==> src/rtl/pc_gen.sv <==
// pc_gen: program counter with BOOT/RUN/TRAP sequencing; in clk_i, rst_n_i, stall_i, trap_i, PC_src_i, branch_PC_i, jalr_PC_i; out PC_o, inc_PC_o, valid_o, misaligned_o, misaligned_addr_o
module pc_gen #(
    parameter int DATA_WIDTH = 32,
    parameter logic [DATA_WIDTH-1:0] RESET_VECTOR = 32'h0000_0000,
    parameter logic [DATA_WIDTH-1:0] TRAP_VECTOR = 32'h0000_0100
) (
    input  logic                  clk_i,
    input  logic                  rst_n_i,
    input  logic                  stall_i,
    input  logic                  trap_i,
    input  logic [1:0]            PC_src_i,
    input  logic [DATA_WIDTH-1:0] branch_PC_i,
    input  logic [DATA_WIDTH-1:0] jalr_PC_i,
    output logic [DATA_WIDTH-1:0] PC_o,
    output logic [DATA_WIDTH-1:0] inc_PC_o,
    output logic                  valid_o,
    output logic                  misaligned_o,
    output logic [DATA_WIDTH-1:0] misaligned_addr_o
);
    typedef enum logic [1:0] {BOOT, RUN, TRAP} state_t;
    state_t state, state_n;
    logic [DATA_WIDTH-1:0] pc_n, addr_n, cand;
    logic mis_n, cand_mis;
    assign inc_PC_o = PC_o + DATA_WIDTH'(4);
    assign valid_o = state == RUN;
    assign cand = PC_src_i == 2'b01 ? branch_PC_i :
                  PC_src_i == 2'b10 ? (jalr_PC_i & ~DATA_WIDTH'(1)) : inc_PC_o;
    assign cand_mis = cand[1:0] != 2'b00;
    always_comb begin
        state_n = RUN;
        pc_n = PC_o;
        addr_n = misaligned_addr_o;
        mis_n = 1'b0;
        if (state == RUN) begin
            if (trap_i) begin
                pc_n = TRAP_VECTOR;
                state_n = TRAP;
            end else if (!stall_i) begin
                pc_n = cand_mis ? TRAP_VECTOR : cand;
                mis_n = cand_mis;
                addr_n = cand_mis ? cand : misaligned_addr_o;
                state_n = cand_mis ? TRAP : RUN;
            end
        end
    end
    always_ff @(posedge clk_i) begin
        if (!rst_n_i) begin
            state <= BOOT;
            PC_o <= RESET_VECTOR;
            misaligned_o <= 1'b0;
            misaligned_addr_o <= '0;
        end else begin
            state <= state_n;
            PC_o <= pc_n;
            misaligned_o <= mis_n;
            misaligned_addr_o <= addr_n;
        end
    end
endmodule

==> config.mk <==
export PLATFORM = sky130hd
export DESIGN_NAME = pc_gen
export DESIGN_NICKNAME = d
export VERILOG_FILES = /design/src/rtl/pc_gen.sv
export SDC_FILE = /design/constraint.sdc
export NUM_CORES = 1
export LEC_CHECK = 0
export ABC_AREA = 1
export BUFFER_PORTS_ARGS = -buffer_cell sky130_fd_sc_hd__buf_2
export CAP_MARGIN = 0
export CORE_MARGIN = 8
export CORE_UTILIZATION = 23
export CTS_CLUSTER_DIAMETER = 30
export DETAILED_ROUTE_END_ITERATION = 16
export PLACE_DENSITY = 0.53
export SLEW_MARGIN = 20
export SYNTH_ARGS = -nofsm -noshare
export SYNTH_HDL_FRONTEND = slang
export SYNTH_SLANG_ARGS = --single-unit
==> constraint.sdc <==
create_clock -name clk_i -period 2.7 [get_ports clk_i]
set_input_delay 0.27 -clock clk_i [delete_from_list [all_inputs] [get_ports clk_i]]
set_output_delay 0.27 -clock clk_i [all_outputs]
set_load 0.01 [all_outputs]
==> results of run 1 <==
-- state kept, by name, indices dropped and copies added (netlist names) --
name               count
PC_o                  32
misaligned_addr_o     32
misaligned_o           1
state                  2
-- routing by layer --
| layer | vias to the layer above | share of wire | track usage | routed length (microns) |
|---|---|---|---|---|
| li1 | 2320 | - | - | - |
| met1 | 1962 | 0.44 | 0.186 | 7330 |
| met2 | 158 | 0.46 | 0.244 | 7590 |
| met3 | 16 | 0.085 | 0.0556 | 1400 |
| met4 | 2 | 0.012 | 0.0335 | 191 |
| met5 | - | 0.0010 | 0 | 17 |
-- cells by family (layout without fill, tap and decap cells) --
kind of cell             after synthesis  in the layout  synth area share
flip-flops                            67             67             0.343
XOR/XNOR                              14             14            0.0314
AND/OR/NAND/NOR                      368            368             0.382
adder cells (fa/ha/maj)                1              1           0.00320
AO/OA/AOI/OAI                         91             91             0.131
buffers and inverters                103            264             0.109
-- final cells by class --
cell class,instances,area [sq um],share of cell area
inverter,75,282,0.0536
sequential,67,1340,0.256
clock buffer,12,267,0.0508
tap,220,275,0.0525
timing repair buffer,175,898,0.171
clock inverter,2,35.0,0.00668
multi-input combinational,474,2150,0.410
-- placed cells by master, fill, tap and decap left out, drive strengths merged, types with 12 or more instances in the layout --
cell type,count
buf,175
inv,74
o21ai,38
a21oi,36
nand3,33
nor2,100
nand2,218
clkbuf,12
dfxtp,67
-- critical path, stage by stage (launching register included) --
cell and delay, ns:
dfxtp_1 0.38, ha_1 0.24, nand2_1 0.08, nor2_1 0.14
nand2_1 0.13, nor2_1 0.41, nand3_1 0.15, and2_1 0.20
buf_2 0.14
-- how the worst max path moves through the flow --
stage             from      endpoint  slack, ns  depth (start not counted)
2_1_floorplan  PC_o[2]  inc_PC_o[22]        1.0                          7
3_5_place_dp   PC_o[2]  inc_PC_o[22]       0.60                          8
3_3_place_gp   PC_o[2]  inc_PC_o[26]       0.62                          8
6_report       PC_o[2]  inc_PC_o[22]       0.22                          8
5_1_grt        PC_o[2]  inc_PC_o[22]       0.04                          8
4_1_cts        PC_o[2]  inc_PC_o[22]       0.23                          8
-- report_power, final --
part	total, mW	internal [mW]	switching (mW)	leakage [nW]
registers	1.03	1.01	0.0200	0.542
clock network	1.20	0.778	0.420	0.151
logic	0.334	0.121	0.214	2.01
total	2.57	1.91	0.654	2.71
-- stage by stage --
stage                     total power [mW]  setup WS, ns  instance area [sq um]
final                                 2.57         0.224                   5250
after global routing                  2.67        0.0411                   5250
after CTS                             2.59         0.228                   5250
after detailed placement              1.39         0.604                   4950
after global placement                1.39         0.617                   4950
after floorplan                       1.23         0.998                   3910
==> results.md, run 1 <==
- Clk sinks: 67
- DRT Wirelength: 16500 microns
- Hold Path Origin: branch_PC_i[19]
- Final Wtd Congestion: 0.794
- Number of distinct library cells after synthesis: 31
- Initial Util: 0.236
- I/O pin cnt: 168
- Min-Delay Path Class: primary input to flip-flop
- Max Clk Rate: 0.404 GHz
- Post-Synthesis Cells: 644
- Worst-Margin Slew: 0.595 ns
- Async set-reset flop share out of synthesis: 0
- Most numerous cell in the Yosys netlist: nand2_1
- Final ANT Viol Nets: 0
- Layout cells sized above 1: 0.256
- Crit path time final: 2.48 ns
- Mapped Area: 3910 sq um
- Area leader, netlist: dfxtp_1
- Die width: 146 microns
- Pins Over Slew Limit: 0
- H-tree levels: 3
- RSZ-0062 raised after global routing: false
- Fillcell total: 1906
- Crit path required time: 2.43 ns
- Critical path class: flip-flop to primary output
- Port bufs: 166
- Crit share post-route: 0.917
- Worst-path clk slew: 0.05 ns
- Hold_ws: 0.281 ns
- Global route overflow: 0
- Die H: 146 microns
- CTS Buf Count: 9
- Hold path endpoint: misaligned_addr_o[19]
- Yosys warns: 0
- Max-cap viol count: 0
- Setup Fix Bufs, Post-CTS: 0
- Post_cts resized: 0
- Global Route Usage Sum: 0.150
- Top cells by area, synth: dfxtp_1, nand2_1, nor2_1
- Post-synth EDFFs: 0
- Drc violations: 0
- WP data arrival: 2.21 ns
- Core Footprint: 16600 sq um
- Outcome: completed
- Average cell area after synthesis: 6.07 sq um
- Post-Layout Cell Count: 1025
- Final Hold Vio Count: 0
- Max-slew headroom: 0.603
- Syn Nets: 715
- Routed vias: 4458
- Synth top area share: 0.343
- Startpoint types: flip-flop
- Pwr Density: 489 nW/um^2
- First-pass GRT wire length: 25000 microns
- Synth Flop Type: dfxtp_1
- Critical path capture point type: primary output
- Placed Cells: 1011
- Vias in the first global route: 4341
- Antenna cells: 0
- Wire per inst: 16.1 microns
- Setup_tns: 0 ns
- Flop2flop setup slack: 0.59 ns
- Area Overhead vs Synth: 34.3%
- Synth cell count leaders: nand2_1, nor2_1, inv_1
- CTS max path bufs: 2
- Post-layout util: 0.316
- Num rows: 47
- RR Startpoint: PC_o[2]
- Setup violators final: 0
- Post-synthesis sequential area ratio: 0.343
- Yosys reg bits: 67
- DRT Pass-1 Iters: 4
- VDD IR max: 0.000308 V
- Fin nets: 873
- Initial antenna violation count: 1
- Clock Latency Late Sink: 0.33 ns
- Post-DP HPWL: 13000 microns
- CTS tree: yes
- Hold Buf Count CTS: 0
- Clock Skews: 0.00521 ns
- Pleak: 2.71 nW
- Hold Path Stages: 5
- Reg2Reg Depth: 10
- Largest net degree at the start of global routing: 53
- Initial DRC count: 224
- Root buf cell: clkbuf_16
- Crit Reg-Reg Endpoint: misaligned_addr_o[18]
- Crit path max fanout: 6
- Die Footprint: 21400 sq um
- Vias per cell: 4.35
(Power assumes the default switching activity.)
==> run 2: changes to the inputs <==
CORE_UTILIZATION = 25   (was 23)
PLACE_DENSITY = 0.55   (was 0.53)
==> run 2 against run 1 <==
  * Count of clock-buffer cells in the layout shrank 1
  * Via count grew 1.8%
  * Cell count shrank 0.68%
  * Total power shrank 0.89%
  * Sequential cell count is the same
  * Clock skew shrank 0.0012 ns
  * Sequential power is essentially flat
  * Fmax shrank 0.74%
  * Worst setup slack lost 0.019 ns
  * Register-to-register slack is essentially flat
  * Largest cell class unchanged
  * Largest power group unchanged
==> results.md, run 2 (synthesis gave the netlist of run 1 again) <==
- CP bufs+invs: 1 (unchanged)
- First-pass GRT wire length: 25100 microns (was 25000 microns)
- Die Footprint: 19900 sq um (was 21400 sq um)
- Biggest regs: PC_o: 32 flops, misaligned_addr_o: 32 flops, state: 2 flops (unchanged)
- Clock Latency Late Sink: 0.33 ns (about the same)
- Wire per inst: 16.1 microns (about the same)
- Final Wtd Congestion: 0.876 (was 0.794)
- Critical path capture point type: primary output (unchanged)
- Final ANT Viol Nets: 0 (unchanged)
- Worst path max stage delay: 0.43 ns (was 0.41 ns)
- Crit share post-route: 0.924 (was 0.917)
- Switch share: 0.265 (was 0.255)
- Pleak: 2.70 nW (was 2.71 nW)
- Worst-Margin Slew: 0.527 ns (was 0.595 ns)
- Initial antenna violation count: 1 (unchanged)
- Port bufs: 166 (unchanged)
- Most common cell after layout, fill and taps aside: nand2_1 (unchanged)
- Post-DP HPWL: 12700 microns (was 13000 microns)
- Initial DRC count: 246 (was 224)
- Global Route Usage Sum: 0.164 (was 0.150)
- Max-cap viol count: 0 (unchanged)
- Outcome: completed (unchanged)
- Global route overflow: 0 (unchanged)
- Max-slew headroom: 0.648 (was 0.603)
- Clock Skews: 0.00404 ns (was 0.00521 ns)
- Pre-CTS setup slack: 0.608 ns (was 0.604 ns)
- Hold Buf Count CTS: 0 (unchanged)
- Clk pwr share: 0.463 (was 0.467)
- Max Clk Rate: 0.401 GHz (was 0.404 GHz)
- P_sw: 0.674 mW (was 0.654 mW)
- Layout cells sized above 1: 0.257 (was 0.256)
- Top delay family on crit path: simple AND/OR/NAND/NOR gates (unchanged)
- Crit path time final: 2.49 ns (was 2.48 ns)
- Logic pwr share: 0.131 (was 0.130)
- Vias in the first global route: 4526 (was 4341)
- Core Footprint: 15300 sq um (was 16600 sq um)
- RSZ-0062 raised after global routing: false (unchanged)
- Area Overhead vs Synth: 33.9% (was 34.3%)
- Fin nets: 873 (unchanged)
- Setup Fix Bufs, Post-CTS: 0 (unchanged)
- DRT Pass-1 Iters: 5 (was 4)
- Initial Util: 0.256 (was 0.236)
- CTS Buf Count: 9 (unchanged)
- CTS max path bufs: 2 (unchanged)
- Final Hold Vio Count: 0 (unchanged)
- DRT Wirelength: 16400 microns (was 16500 microns)
- CP Cell Sequence: ha_1, nand2_1, nor2_1, nand2_1, nor2_1, nand3_1, and2_1, buf_2 (unchanged)
- Pins Over Slew Limit: 0 (unchanged)
- Routed vias: 4537 (was 4458)
- Critical path's slowest cell: nor2_1 (unchanged)
- Antenna cells: 0 (unchanged)
- Setup violators final: 0 (unchanged)
- Startpoint types: flip-flop (unchanged)
- Largest net degree at the start of global routing: 46 (was 53)
- Crit path required time: 2.43 ns (about the same)
- Pwr Density: 486 nW/um^2 (was 489 nW/um^2)
- Num rows: 45 (was 47)
- I/O pin cnt: 168 (unchanged)
- WP data arrival: 2.22 ns (was 2.21 ns)
- Drc violations: 0 (unchanged)
- Worst-path clk slew: 0.06 ns (was 0.05 ns)
- CTS tree: yes (unchanged)
- Die H: 141 microns (was 146 microns)
- Crit path max fanout: 6 (unchanged)
- Vias per cell: 4.46 (was 4.35)
- Setup_tns: 0 ns (unchanged)
- Clk sinks: 67 (unchanged)
- VDD IR max: 0.000275 V (was 0.000308 V)
- Post-layout util: 0.343 (was 0.316)
- Critical path class: flip-flop to primary output (unchanged)
- Root buf cell: clkbuf_16 (unchanged)
- Part of the power in registers: 0.406 (was 0.403)
- Post_cts resized: 0 (unchanged)
- Cell Int Power: 1.87 mW (was 1.91 mW)
- Die width: 141 microns (was 146 microns)
- Min-Delay Path Class: primary input to flip-flop (unchanged)
- H-tree levels: 3 (unchanged)
- Commonest cells after routing, fill and taps aside: nand2_1, buf_2, nor2_1 (unchanged)
- Final Worst Setup Slack: 0.206 ns (was 0.224 ns)
==> run 2: cell count changes in the layout (fill, tap and decap cells not counted), sizes merged <==
cell      change
clkinv        +2
clkinvlp      +1
clkbuf        -1
==> run 2: final cells by class <==
| type | count | area, sq um |
|---|---|---|
| flip-flops and latches | 67 | 1340 |
| fillers | 1746 | 10000 |
| inverters | 75 | 282 |
| multi-input cells | 474 | 2150 |
| repair buffers | 175 | 898 |
| clock inverters | 5 | 52.6 |
| well taps | 211 | 264 |
| clock buffers | 11 | 243 |
==> run 2: path summary, 6_finish.rpt <==
path / start / to / slack [ns] / cells after the start
setup reg to reg: PC_o[3] / misaligned_addr_o[22] / 0.58 / 10
setup / recovery: PC_o[3] / inc_PC_o[22] / 0.21 / 8
hold reg to reg: misaligned_addr_o[0] / misaligned_addr_o[0] / 0.46 / 2
hold / removal: branch_PC_i[31] / misaligned_addr_o[31] / 0.29 / 5
==> run 2: worst min-delay path: stages <==
cell and delay, ns:
buf_2 0.08, nand2_1 0.04, nand2_1 0.08, o21ai_0 0.07, inv_1 0.05
==> run 2: routing by layer <==
layer	GRT usage	wire length, microns
met5	0	8
met4	0.0385	149
met3	0.0581	1340
met2	0.276	7610
met1	0.195	7310
==> run 2: power groups by stage <==
stage / sequential, mW / clock (mW) / combinational, mW
2_1_floorplan: 1.06 / 0 / 0.169
3_5_place_dp: 1.05 / 0 / 0.338
4_1_cts: 1.03 / 1.21 / 0.340
3_3_place_gp: 1.05 / 0 / 0.339
5_1_grt: 1.04 / 1.24 / 0.371
6_report: 1.03 / 1.18 / 0.334
==> run 2: through the flow <==
step                      hold WS [ns]  instance area (sq um)  instances  power (mW)
after CTS                        0.271                   5230       1018        2.58
after global routing             0.301                   5230       1018        2.65
final                            0.289                   5230       1018        2.54
after detailed placement         0.457                   4930       1002        1.39
after global placement           0.450                   4930       1002        1.39
after floorplan                  0.404                   3910        644        1.23
